File: src/rtl/prime_gen.sv
// Emits every prime in 2..limit in ascending order, testing each candidate by repeated-subtraction trial division.
// Latency per candidate is data dependent; prime/prime_valid hold while out_ready is low.
module prime_gen #(
    parameter int W = 8
) (
    input  logic         clk,
    input  logic         rst_n,
    input  logic         start,
    input  logic [W-1:0] limit,
    input  logic         out_ready,
    output logic [W-1:0] prime,
    output logic         prime_valid,
    output logic         busy,
    output logic         done,
    output logic [W-1:0] count
);

    typedef enum logic [2:0] {IDLE, LOAD, TEST, MOD, EMIT, FIN} state_t;

    state_t         state_q, state_d;
    logic [W-1:0]   cand_q, cand_d;
    logic [W-1:0]   d_q, d_d;
    logic [W-1:0]   r_q, r_d;
    logic [W-1:0]   lim_q, lim_d;
    logic [W-1:0]   cnt_q, cnt_d;
    logic [2*W-1:0] d_sq;
    logic [W-1:0]   r_sub;

    // Full-width square so large divisors never alias small candidates.
    assign d_sq  = {{W{1'b0}}, d_q} * {{W{1'b0}}, d_q};
    assign r_sub = r_q - d_q;

    always_ff @(posedge clk) begin
        if (!rst_n) begin
            state_q <= IDLE;
            cand_q  <= '0;
            d_q     <= '0;
            r_q     <= '0;
            lim_q   <= '0;
            cnt_q   <= '0;
        end else begin
            state_q <= state_d;
            cand_q  <= cand_d;
            d_q     <= d_d;
            r_q     <= r_d;
            lim_q   <= lim_d;
            cnt_q   <= cnt_d;
        end
    end

    always_comb begin
        state_d = state_q;
        cand_d  = cand_q;
        d_d     = d_q;
        r_d     = r_q;
        lim_d   = lim_q;
        cnt_d   = cnt_q;
        unique case (state_q)
            IDLE: begin
                if (start) begin
                    lim_d   = limit;
                    cnt_d   = '0;
                    cand_d  = W'(2);
                    d_d     = W'(2);
                    state_d = (limit < W'(2)) ? FIN : TEST;
                end
            end
            TEST: begin
                if (d_sq > {{W{1'b0}}, cand_q}) begin
                    state_d = EMIT;
                end else begin
                    r_d     = cand_q;
                    state_d = MOD;
                end
            end
            MOD: begin
                // Entry guarantees r >= d, so one subtraction is always legal here.
                r_d = r_sub;
                if (r_sub == '0) begin
                    state_d = LOAD;
                end else if (r_sub < d_q) begin
                    d_d     = d_q + 1'b1;
                    state_d = TEST;
                end
            end
            LOAD: begin
                if (cand_q == lim_q) begin
                    state_d = FIN;
                end else begin
                    cand_d  = cand_q + 1'b1;
                    d_d     = W'(2);
                    state_d = TEST;
                end
            end
            EMIT: begin
                if (out_ready) begin
                    cnt_d   = cnt_q + 1'b1;
                    state_d = LOAD;
                end
            end
            FIN:     state_d = IDLE;
            default: state_d = IDLE;
        endcase
    end

    always_comb begin
        prime       = '0;
        prime_valid = 1'b0;
        done        = 1'b0;
        busy        = (state_q != IDLE);
        count       = cnt_q;
        if (state_q == EMIT) begin
            prime       = cand_q;
            prime_valid = 1'b1;
        end
        if (state_q == FIN) begin
            done = 1'b1;
        end
    end

endmodule
File: config.mk
export PLATFORM = sky130hd
export DESIGN_NAME = prime_gen
export DESIGN_NICKNAME = d
export VERILOG_FILES = /design/src/rtl/prime_gen.sv
export SDC_FILE = /design/constraint.sdc
export NUM_CORES = 1
export LEC_CHECK = 0
export CAP_MARGIN = 0
export CORE_ASPECT_RATIO = 2
export CORE_MARGIN = 2
export CORE_UTILIZATION = 65
export CTS_CLUSTER_DIAMETER = 120
export CTS_CLUSTER_SIZE = 25
export DETAILED_ROUTE_END_ITERATION = 10
export MAX_ROUTING_LAYER = met4
export PLACE_DENSITY = 0.84
export SETUP_SLACK_MARGIN = 0.3
export SLEW_MARGIN = 20
export SYNTH_ARGS = -nofsm -noshare
export SYNTH_HDL_FRONTEND = slang
export SYNTH_SLANG_ARGS = --single-unit
File: constraint.sdc
create_clock -name clk -period 8.3 [get_ports clk]
set_input_delay 1.245 -clock clk [delete_from_list [all_inputs] [get_ports clk]]
set_output_delay 1.245 -clock clk [all_outputs]
set_load 0.05 [all_outputs]
After elaboration in Yosys (flattened, before gate mapping)
Index checks and enable logic that the tools add are counted.

storage, ports and cells
  output and inout bits = 19
  register bits after elaboration = 43
  input bits = 12

operators by class
  mux-type cells = 23
  reduce and logical (&&, ||, !) cells = 13
  add/subtract/negate cells = 4
  order comparisons = 3
  $mul = 1
  equality and inequality tests = 13

operator list
  cell                                                                           number
  8-bit two-way mux                                                              9
  8-bit case mux with 2 select lines                                             3
  8-bit by 1-bit adder with 8-bit output (second input constant)                 3
  8-bit case mux with 3 select lines                                             1
  3-bit two-way mux                                                              7
  16-bit by 8-bit greater-than comparator with 1-bit output                      1
  8-bit by 8-bit multiplier with 16-bit output                                   1
  3-bit case mux with 5 select lines                                             1
  2-bit inequality test (second input constant)                                  6
  3-bit AND reduction                                                            3
  8-bit equality test                                                            1
  8-bit zero test                                                                1
  8-bit by 2-bit less-than comparator with 1-bit output (second input constant)  1
  8-bit less-than comparator                                                     1
  8-bit subtractor                                                               1
  3-bit by 2-bit equality test with 1-bit output (second input constant)         2
  3-bit equality test (second input constant)                                    2
  2-bit nonzero test                                                             3
  3-bit nonzero test                                                             2
  5-bit AND reduction                                                            1
  2-bit AND reduction                                                            2
  3-bit by 1-bit equality test with 1-bit output (second input constant)         1
  3-bit zero test                                                                1
  3-bit inequality test (second input constant)                                  1
  1-bit two-way mux                                                              2

Logic depth before layout (Yosys ltp)
  word-level depth = 5
  depth in mapped cells = 23
  mapped depth without buffers = 22

Worst setup path before layout
No wires, ideal clock.

  path kind = flip-flop to flip-flop
  start = register d_q[1]
  end = register r_q[1]
  path buffers = 1
  stages on the path, launching flop included = 20
  setup slack = 2.958 ns
  library setup time = 0.132 ns
  arrival = 5.209 ns
  cells stage by stage = dfxtp_1 -> clkinv_1 -> nor2_1 -> fa_1 -> xnor2_1 -> xnor2_1 -> fa_1 -> inv_1 -> fa_1 -> inv_1 -> ha_1 -> a21o_1 -> a31oi_4 -> a21oi_2 -> or4_1 -> a222oi_1 -> nand4_2 -> buf_6 -> mux2i_1 -> a21oi_1

on the way
  cells in the longest elaborated chain, start to end = 4

RTL lines
  element                                                    line  source
  from (decl)                                                22    logic [W-1:0] d_q, d_d;
  from (signal assigned)                                     37    d_q <= '0;
  from (signal assigned)                                     44    d_q <= d_d;
  8-bit by 8-bit multiplier with 16-bit output               30    assign d_sq = {{W{1'b0}}, d_q} * {{W{1'b0}}, d_q};
  16-bit by 8-bit greater-than comparator with 1-bit output  69    if (d_sq > {{W{1'b0}}, cand_q}) begin
  2-bit inequality test (no line)                            -
  2-bit AND reduction (no line)                              -
  to (signal assigned)                                       45    r_q <= r_d;
  to (decl)                                                  23    logic [W-1:0] r_q, r_d;

Parallel ways exist; a longest one is shown, timed or not.
A chain may end at the register's enable or synchronous reset.

Worst setup path in the final report
  start = register d_q[1]
  end = register r_q[3]

Same word-level chain as after synthesis.

==> reports/metrics.yaml <==
synth_top_cell_area_share_pct: 19.5
ios: 31
setup_ws_ns: 2.05
required_ns: 8.51
grt_pass1_vias: 4148
post_cts_buffers: 0
crit_start: "d_q[1]"
ys_warn_count: 0
grt_setup_unrepaired: "false"
syn_area_per_cell_um2: 8.07
clk_latency_ns: 0.29
drtIter0Drc: 311
routedWlPerCell_um: 18.1
grtUsageTotal_pct: 34.2
cts.path.max_buffers: 2
worstRegToRegCells: 18
ys_seq_area_share_pct: 19.5
holdPathStages: 2
syn_nets: 642
synthFlopType: "dfxtp_1"
holdWs_ns: 0.481
critPathLaunchType: "register"
arrival_ns: 6.45
min_period_ns: 6.25
dp_slack_ns: 2.18
area_delta_synth_final_pct: 12.3
fin_util_pct: 75.0
path_cells: "clkinv_1 -> nor2_1 -> fa_1 -> xnor2_1 -> xnor2_1 -> fa_1 -> inv_1 -> fa_1 -> inv_1 -> ha_1 -> a21o_1 -> a31oi_4 -> a21oi_2 -> or4_1 -> a222oi_1 -> nand4_2 -> o2bb2a_2 -> a21oi_1"
overflow: 0
critical_path.most_common_cell: "fa_1"
synth-edff-count: 0
ys_ff_latch: 43
cts.reportedPaths.clkPinSlew_ns: 0.06
pwr-share-comb_pct: 51.2
holdCritPathClass: "register to register"
switching_power_w: 0.000470
antenna_found_initial: 0
max_slew_margin_pct: 44.2
design_area_um2: 4970
cp.buffers_inverters: 3
p_clk_share_pct: 23.4
grt_first_pass_wirelength_um: 19300
outcome: "finished, violations left"
antennaDiodeCount: 0
ys_top_cells_by_area: "dfxtp_1 (19%), ha_1 (16%), fa_1 (12%), inv_1 (5.3%), xnor2_1 (5.1%)"
finish.net_count: 666
multi_input_area_um2: 3250
max_cap_viol_count: 0
yosysUniqueCellTypes: 58
firstDrtPassIters: 7
holdCritStartpoint: "lim_q[1]"
reg2reg_setup_slack_ns: 2.05
crit_path_end_kind: "register"
die_h_um: 121
htree_num_levels: 2
tns_ns: 0
syn_inst: 548
ir_drop_mv: 0.112
dpl-instance-area_um2: 4780
dp_hpwl_um: 9690
max_stage_delay_ns: 0.64
holdBufCountCts: 0
numCtsBuffers: 5
synthesis.area_um2: 4420
wirelength_um: 12000
core_area_um2: 6620
fin_crit_sh_pct: 75.2
p_seq_share_pct: 25.3
gp_congestion: 0.985
cell_internal_pwr_w: 0.000616
reg2reg_from: "d_q[1]"
synth_area_leader_cell: "dfxtp_1"
powerDensity_nw_per_um2: 219
violations: "design-rule violations"
drc: 2
die_x_um: 62.3
p_sw_share_pct: 43.3
die_area_um2: 7520
crit_slowest_cell: "a222oi_1"
skew_ns: 0.00574
finalSetupViolCount: 0
vias_per_cell: 6.22
worstPathMaxFanout: 15
rows: 42
ctsRootBufferMaster: "clkbuf_16"
cts.sink_count: 43
hold_viol: 0
fill_cells: 531
seqCellArea_um2: 861
cts.repair.resized: 0
slew_violations: 0
leakagePower_nw: 2.20
grt_max_degree: 23
async_flop_share_pct: 0
cpLargestDelayFamily: "adder cells"
portBuffers: 30
cts_tree: "built"
crit_type: "register to register"
postRouteAntennaNets: 0
r2r_end: "r_q[3]"
vias: 4113
fmax_mhz: 160
holdPathEnd: "lim_q[1]"
initial_core_util_pct: 66.8
tightest_slew_ns: 0.831
drive_above_1_share_pct: 3.49
-- flip-flops by register name, indices dropped and copies added, names as in the netlist --
register and cells:
state_q 3, cand_q 8, count 8, lim_q 8, d_q 8, r_q 8
-- layer usage --
layer	track usage [%]	vias up	share of wire [%]
met5	-	-	0
met4	29.7	0	9.5
met3	3.26	59	3.2
met2	66.1	130	56
met1	27.9	1985	31
li1	-	1939	-
-- cell type report --
cell class,count,area share [%]
clock buffers,6,2.59
clock inverters,2,1.21
inverters,67,5.06
multi-input cells,424,65.4
flip-flops and latches,43,17.3
well taps,88,2.22
repair buffers,31,6.19
-- synthesized netlist by cell type, types with 2 or more instances --
library cell and n:
inv_1 63, nor2_1 60, ha_1 56, nand2_1 51
dfxtp_1 43, a21oi_1 38, fa_1 26, xnor2_1 26
nand3_1 18, o21ai_0 18, clkbuf_1 12, xor2_1 10
and3_1 9, nor3_1 9, a211oi_1 8, or3_1 8
mux2i_1 7, nand4_1 6, nor2b_1 6, a21o_1 5
nor4_1 5, o21a_1 5, clkinv_1 4, a31oi_1 3
and4_1 3, nand4b_1 3, o21ai_1 3, o2bb2a_2 3
or4_1 3, a21oi_2 2, a221o_1 2, a221oi_1 2
a22oi_1 2, o211a_1 2, o211ai_1 2, o31ai_1 2
or2_2 2
-- cell usage in the layout, fill, tap and decap left out, types with 3 or more instances in the layout --
master and count:
a21o_1 5, clkbuf_16 5, ha_1 56, and4_1 3
nand4b_1 3, nor3_1 9, and3_1 9, dfxtp_1 43
nor4_1 5, or4_1 3, nor2_1 60, or3_1 8
a31oi_1 3, nand2_1 51, nand3_1 18, o21a_1 5
xor2_1 10, o21ai_0 18, o21ai_1 3, clkinv_1 4
clkdlybuf4s50_1 30, fa_1 26, a211oi_1 8, o2bb2a_2 3
a21oi_1 38, inv_1 63, mux2i_1 7, xnor2_1 26
nand4_1 6, nor2b_1 6
-- worst reg2reg max path: stages (launching register included) --
cell	delay, ns
dfxtp_1	0.43
clkinv_1	0.32
nor2_1	0.38
fa_1	0.49
xnor2_1	0.21
xnor2_1	0.12
fa_1	0.55
inv_1	0.06
fa_1	0.54
inv_1	0.04
ha_1	0.38
a21o_1	0.25
a31oi_4	0.21
a21oi_2	0.09
or4_1	0.48
a222oi_1	0.64
nand4_2	0.46
o2bb2a_2	0.39
a21oi_1	0.12
-- logic make-up after synthesis --
kind of cell               count (synthesis)  synth area share (%)
adders and majority gates                 82                  27.6
and+or+nand+nor                          191                  20.8
xor gates and xnor gates                  36                  7.13
DFF                                       43                  19.5
AOI/OAI and AO/OA                        108                  16.3
buffers and inverters                     81                  7.07
muxes                                      7                  1.58
-- power groups by stage --
| stage | clock [W] | sequential, W | combinational (W) |
|---|---|---|---|
| 6_report | 0.000254 | 0.000275 | 0.000557 |
| 5_1_grt | 0.000262 | 0.000278 | 0.000616 |
| 4_1_cts | 0.000254 | 0.000273 | 0.000550 |
| 3_5_place_dp | 0 | 0.000277 | 0.000542 |
| 3_3_place_gp | 0 | 0.000277 | 0.000520 |
| 2_1_floorplan | 0 | 0.000259 | 0.000415 |
-- stage by stage --
step / std cells / total power (W)
2_1_floorplan: 548 / 0.000674
3_3_place_gp: 653 / 0.000797
3_5_place_dp: 653 / 0.000819
4_1_cts: 661 / 0.00108
5_1_grt: 661 / 0.00116
6_report: 661 / 0.00109
-- worst max path at each step --
stage	endpoint	slack (ns)	cells past startpoint
after floorplan	r_q[1]	2.96	19
after global placement	r_q[4]	2.42	18
after detailed placement	r_q[3]	2.18	18
after CTS	state_q[0]	2.15	18
after global routing	r_q[6]	1.71	18
final	r_q[3]	2.05	18
No activity file was read; power rests on OpenSTA's default activity.
